$ cat src/rtl/band_sum_pipe.sv
// band_sum_pipe: per-band gain and enable, registered adder tree, saturating output.
// Latency T+2 cycles (T = ceil(log2 N_BANDS)), one sample set per cycle, no backpressure.
// Optional macro BAND_SUM_SAT_CNT_EN adds a 16-bit saturating clip counter port sat_count.
// GAIN_FRAC must be at least 1.
module band_sum_pipe #(
   parameter int unsigned N_BANDS   = 8,
   parameter int unsigned DATA_W    = 16,
   parameter int unsigned GAIN_W    = 8,
   parameter int unsigned GAIN_FRAC = 6,
   parameter int unsigned OUT_W     = 19
) (
   input  logic                        clk,
   input  logic                        rst,
   input  logic                        in_valid,
   input  logic [N_BANDS*DATA_W-1:0]   data_in,
   input  logic [N_BANDS-1:0]          band_en,
   input  logic                        gain_load,
   input  logic [N_BANDS*GAIN_W-1:0]   gain_in,
   input  logic                        sat_clr,
   output logic                        out_valid,
   output logic signed [OUT_W-1:0]     data_out,
   output logic                        sat_flag,
   output logic                        sat_sticky
`ifdef BAND_SUM_SAT_CNT_EN
   ,
   output logic [15:0]                 sat_count
`endif
);

   localparam int unsigned T      = $clog2(N_BANDS);
   localparam int unsigned LEAVES = 1 << T;
   localparam int unsigned P_W    = DATA_W + GAIN_W + 1;
   localparam int unsigned SUM_W  = DATA_W + GAIN_W - GAIN_FRAC + T + 1;
   localparam int unsigned CMP_W  = (SUM_W > OUT_W) ? SUM_W : OUT_W;

   localparam logic signed [GAIN_W-1:0] UNITY = GAIN_W'(1 << GAIN_FRAC);
   localparam logic signed [P_W-1:0]    RND   = P_W'(1 << (GAIN_FRAC - 1));
   localparam logic signed [CMP_W-1:0]  MAX_V = CMP_W'((64'sd1 <<< (OUT_W - 1)) - 64'sd1);
   localparam logic signed [CMP_W-1:0]  MIN_V = CMP_W'(-(64'sd1 <<< (OUT_W - 1)));

   logic [N_BANDS*GAIN_W-1:0]  shadow_q;
   logic [N_BANDS*GAIN_W-1:0]  active_q;
   logic                       pending_q;
   logic                       apply_c;
   logic [N_BANDS*GAIN_W-1:0]  shadow_c;
   logic [N_BANDS*GAIN_W-1:0]  gain_c;

   logic signed [SUM_W-1:0]    leaf_c [N_BANDS];
   logic signed [SUM_W-1:0]    node_q [1:2*LEAVES-1];
   logic [T:0]                 vld_q;

   logic signed [CMP_W-1:0]    root_c;
   logic signed [OUT_W-1:0]    clamp_c;
   logic                       clip_c;

   // Scale one band: full-precision product, round half toward +inf, drop fraction bits
   function automatic logic signed [SUM_W-1:0] scale(input logic signed [DATA_W-1:0] d,
                                                      input logic signed [GAIN_W-1:0] g);
      logic signed [P_W-1:0] p;
      p = P_W'(d) * P_W'(g) + RND;
      return SUM_W'(p >>> GAIN_FRAC);
   endfunction

   // Gain selection: a load coincident with a valid sample lands in shadow and applies at once
   always_comb begin
      apply_c  = in_valid & (pending_q | gain_load);
      shadow_c = gain_load ? gain_in : shadow_q;
      gain_c   = apply_c ? shadow_c : active_q;
   end

   // Shadow/active gain registers; active only changes on a sample boundary
   always_ff @(posedge clk) begin
      if (rst) begin
         shadow_q  <= {N_BANDS{UNITY}};
         active_q  <= {N_BANDS{UNITY}};
         pending_q <= 1'b0;
      end else begin
         shadow_q  <= shadow_c;
         if (apply_c) active_q <= shadow_c;
         pending_q <= apply_c ? 1'b0 : (pending_q | gain_load);
      end
   end

   // Stage 1 combinational leaves: gained, rounded, masked band values
   always_comb begin
      for (int k = 0; k < int'(N_BANDS); k++) begin
         leaf_c[k] = '0;
         if (in_valid && band_en[k])
            leaf_c[k] = scale(data_in[k*DATA_W +: DATA_W], gain_c[k*GAIN_W +: GAIN_W]);
      end
   end

   // Heap-ordered adder tree: leaves at LEAVES.., each parent registers its children's sum
   always_ff @(posedge clk) begin
      if (rst) begin
         for (int n = 1; n < int'(2*LEAVES); n++) node_q[n] <= '0;
         vld_q <= '0;
      end else begin
         vld_q <= {vld_q[T-1:0], in_valid};
         for (int n = 1; n < int'(LEAVES); n++)
            node_q[n] <= node_q[2*n] + node_q[2*n+1];
         for (int i = 0; i < int'(N_BANDS); i++)
            node_q[int'(LEAVES) + i] <= leaf_c[i];
         for (int i = int'(N_BANDS); i < int'(LEAVES); i++)
            node_q[int'(LEAVES) + i] <= '0;
      end
   end

   // Clamp the root sum into the output range
   always_comb begin
      root_c  = CMP_W'(node_q[1]);
      clip_c  = 1'b0;
      clamp_c = OUT_W'(root_c);
      if (root_c > MAX_V) begin
         clamp_c = OUT_W'(MAX_V);
         clip_c  = vld_q[T];
      end else if (root_c < MIN_V) begin
         clamp_c = OUT_W'(MIN_V);
         clip_c  = vld_q[T];
      end
   end

   // Output register: data holds across bubbles, sticky set wins over clear
   always_ff @(posedge clk) begin
      if (rst) begin
         out_valid  <= 1'b0;
         data_out   <= '0;
         sat_flag   <= 1'b0;
         sat_sticky <= 1'b0;
      end else begin
         out_valid  <= vld_q[T];
         sat_flag   <= clip_c;
         if (vld_q[T]) data_out <= clamp_c;
         sat_sticky <= clip_c | (sat_sticky & ~sat_clr);
      end
   end

`ifdef BAND_SUM_SAT_CNT_EN
   // Saturating clip counter; a clip coincident with sat_clr restarts the count at 1
   always_ff @(posedge clk) begin
      if (rst) begin
         sat_count <= '0;
      end else if (clip_c) begin
         if (sat_clr)                    sat_count <= 16'd1;
         else if (sat_count != 16'hFFFF) sat_count <= sat_count + 16'd1;
      end else if (sat_clr) begin
         sat_count <= '0;
      end
   end
`endif

endmodule

$ cat config.mk
export PLATFORM = sky130hd
export DESIGN_NAME = band_sum_pipe
export DESIGN_NICKNAME = d
export VERILOG_FILES = /design/src/rtl/band_sum_pipe.sv
export SDC_FILE = /design/constraint.sdc
export NUM_CORES = 2
export LEC_CHECK = 0
export ABC_AREA = 1
export CAP_MARGIN = 20
export CORE_ASPECT_RATIO = 0.7
export CORE_MARGIN = 2
export CORE_UTILIZATION = 42
export CTS_CLUSTER_SIZE = 14
export DETAILED_ROUTE_END_ITERATION = 10
export PLACE_DENSITY = 0.61
export SETUP_SLACK_MARGIN = 0.5
export SYNTH_ARGS = -nofsm -noshare
export SYNTH_HDL_FRONTEND = slang
export SYNTH_SLANG_ARGS = --single-unit
$ cat constraint.sdc
create_clock -name clk -period 13.3 [get_ports clk]
set_clock_uncertainty 0.2 [all_clocks]
set_input_delay 2.66 -clock clk [delete_from_list [all_inputs] [get_ports clk]]
set_output_delay 2.66 -clock clk [all_outputs]
set_load 0.01 [all_outputs]
==> qor.txt <==
status - completed
Vias - 49,816
FILL cells - 14,021
CTS tree - yes
DR DRC count - 0
compound-gate portion of the synthesized area - 10.2%
Mapped Cells - 7,847
Setup WS pre-CTS - 3950 ps
crit path cell chain - clkdlybuf4s50_1 > inv_1 > nor2_8 > buf_4 > inv_2 > o21ai_1 > inv_2 > nor2_1 > fa_1 > fa_1 > fa_1 > inv_1 > fa_1 > inv_1 > ha_1 > nand2_1 > inv_1 > nand2_1 > nor2_1 > nand4_1 > nand3_1 > nand2_1 > nand2_1 > nor2_1
Setup TNS - 0 ps
core area - 0.138 sq mm
Hold WS - 200 ps
wire length per cell - 16.9 um
Die X - 449 um
via/cell ratio - 5.01
met3 Track Usage GR - 3.14%
Die H - 316 um
DR pass1 iterations - 6
adder-cell area share of the yosys netlist - 39.3%
crit path time final - 8690 ps
fmax - 115 MHz
multiplexer share of the synthesized area - 1.10%
initial antenna violation count - 3
Ys Warns - 0
Hold Path Class - flop to flop
Internal - 6140 uW
CP top delay family - adder cells
H-tree levels - 2
CTS Buffer Depth - 3
Period Utilization, post-route - 65.3%
Worst VDD drop - 0.113 mV
area grow syn2layout - 10.6%
# rows - 114
final WL - 168,000 um
main area contributors after synthesis - fa_1 29%, dfxtp_1 16%, inv_1 10%
Net Sw Frac - 53.9%
ANT nets after route - 0
post-cts hold buffer count - 0
Worst Setup End Kind - flop
pwr dens - 206 mW/mm^2
Total Nets Final - 9,569
Design Power - 13,300 uW
clock power share - 12.8%
post-CTS setup buffer count - 0
vias in the first global route - 49,834
die area - 0.142 sq mm
clk sink count - 461
Mean Syn Cell Area - 7.43 sq um
Synth Register Bits - 461
Unique masters post-synth - 41
GP Congestion - 0.946
synthesized area - 0.0583 sq mm
IO Port Bufs - 226
clock slew at reported path FFs - 60 ps
initial DRC count - 3,676
Seq pwr share - 14.7%
CP max-delay cell - buf_4
Bufs and invs on worst path - 8
first-pass GRT wire length - 273,000 um
Max Cap Viol - 0
grt peak-use layer - met2
relative slew slack - 24.0%
final hold violation count - 0
layout cells sized above 1 - 3.07%
HPWL Detailed - 142,000 um
Synth top area share - 29.1%
largest family of logic cells by synthesized area - adder cells
xor/xnor share of the synthesized area - 0.646%
met2 Use GR - 37.3%
grt total ovfl - 0
critical path launch point type - input port
Syn Nets - 9,374
Critical Path RT - 13,630 ps
Initial Util - 42.3%
Combinational Power Share - 72.5%
IO Count - 227
Leakage Power - 0.0333 uW
simple-gate share of the synthesized area - 21.1%
Tot GR Track Use - 24.1%
largest net degree at the start of global routing - 72
Final Setup Violations - 0
Net Sw Power - 7190 uW
Crit Path Max Fanout - 55
Largest stage delay, worst path - 650 ps
RSZ-0062 raised after global routing - no
leading area contributor after synthesis - fa_1
met1 usage - 35.9%
CTS root buf - clkbuf_16
Least-Margin Pin Slew - 1140 ps
Worst Path Arrival - 9020 ps
clk_lat worst skew - 640 ps
register area share after synthesis - 15.8%
post_cts resized - 0
Antenna Diode Count - 0
kind of critical path - input port to flop
final worst slack - 4610 ps
Slew Limit Fails - 0
CTS Buf Count - 56
[cell families after synthesis]
family	after synthesis
AND/OR/NAND/NOR	3111
buffers and inverters	1770
adder cells (fa/ha/maj)	1322
AO/OA/AOI/OAI	1076
flip-flops	461
multiplexers	64
XOR/XNOR	43
[Yosys cell counts]
library cell and number:
a21boi_0 18, a21o_1 31, a21oi_1 559, a31oi_1 4, and2_1 9, buf_1 7, buf_2 56, buf_4 15
buf_6 19, buf_8 1, clkbuf_1 37, dfxtp_1 461, fa_1 847, ha_1 475, inv_1 1626, inv_2 9
mux2i_1 64, nand2_1 1285, nand3_1 216, nand3b_1 6, nand4_1 33, nor2_1 1469, nor2_2 22, nor2_4 1
nor2_8 1, nor3_1 34, nor3b_1 7, nor4_1 16, o211ai_1 10, o21a_1 62, o21ai_0 291, o21ai_1 19
o21ai_2 52, o21ai_4 2, o21bai_1 26, o22ai_1 1, o31ai_1 1, or2_1 1, or2_2 11, xnor2_1 28
xor2_1 15
[layout make-up]
type	instances	area, sq um	area share, %
Multi-Input combinational cell	5616	42200	65.4
Sequential cell	461	9230	14.3
Inverter	1635	6140	9.51
Timing Repair Buffer	272	2630	4.08
Tap cell	1856	2320	3.60
Clock buffer	64	1490	2.31
Clock inverter	39	534	0.828
[placed cells by master, fill, tap and decap left out, types with 4 or more instances in the layout]
cell,netlist,final
inv_6,0,7
nand2_1,1285,1285
or2_2,11,11
clkbuf_8,0,4
fa_1,847,847
o21bai_1,26,26
o21a_1,62,62
clkinv_2,0,4
clkinv_4,0,4
a21o_1,31,31
xor2_1,15,15
clkinvlp_4,0,8
nor3b_1,7,7
inv_8,0,6
a31oi_1,4,4
a21oi_1,559,559
buf_4,15,45
o21ai_2,52,53
clkdlybuf4s50_1,0,224
nand4_1,33,33
nor2_2,22,21
nor2_1,1469,1469
inv_2,9,9
o21ai_0,291,291
nand3_1,216,216
a21boi_0,18,18
o211ai_1,10,10
nor4_1,16,16
ha_1,475,475
clkbuf_16,0,57
bufinv_16,0,9
inv_1,1626,1625
xnor2_1,28,28
nand3b_1,6,6
dfxtp_1,461,461
mux2i_1,64,64
o21ai_1,19,18
and2_1,9,9
nor3_1,34,34
[registers in the layout, summed over array words and instances (netlist names)]
signal / flops
vld_q: 4
out_valid: 1
sat_sticky: 1
data_out: 19
pending_q: 1
node_q: 306
sat_flag: 1
active_q: 64
shadow_q: 64
[worst register-to-register path: cells and delay by family, from the launching register on]
family / cells / cell delay, ps
flip-flops: 1 / 350
AND/OR/NAND/NOR: 11 / 1560
adder cells (fa/ha/maj): 5 / 2270
buffers and inverters: 6 / 1560
AO/OA/AOI/OAI: 1 / 390
[routing by layer]
metal / wire length (um) / part of all wire [%] / up-vias
met5: 0 / 0 / -
met4: 3350 / 2.0 / 0
met3: 11200 / 6.6 / 171
met2: 72000 / 43 / 1460
met1: 81800 / 49 / 23814
li1: - / - / 24371
[worst paths after layout]
path                                start             end  slack (ps)  cells past startpoint
worst max-delay path             in_valid  node_q[0][235]        4610                     24
worst min-delay path             vld_q[2]        vld_q[3]         200                      2
worst min register to register   vld_q[2]        vld_q[3]         200                      2
worst max register to register  pending_q  node_q[0][235]        6880                     23
[per-stage QoR]
stage / cells / utilization, % / cell area [sq um]
6_report: 9943 / 46.8 / 64500
5_1_grt: 9943 / 46.8 / 64500
4_1_cts: 9939 / 46.8 / 64500
3_5_place_dp: 9836 / 45.3 / 62500
3_3_place_gp: 9836 / 45.3 / 62500
2_1_floorplan: 7847 / - / 58300
[power groups by stage]
stage	clock, uW	combinational [uW]	sequential [uW]
4_1_cts	1740	9640	1970
5_1_grt	1800	11100	1990
6_report	1700	9660	1960
3_3_place_gp	0	9510	1990
2_1_floorplan	0	7130	1850
3_5_place_dp	0	9550	1990
Note: power is estimated with default switching activity, not from simulation.
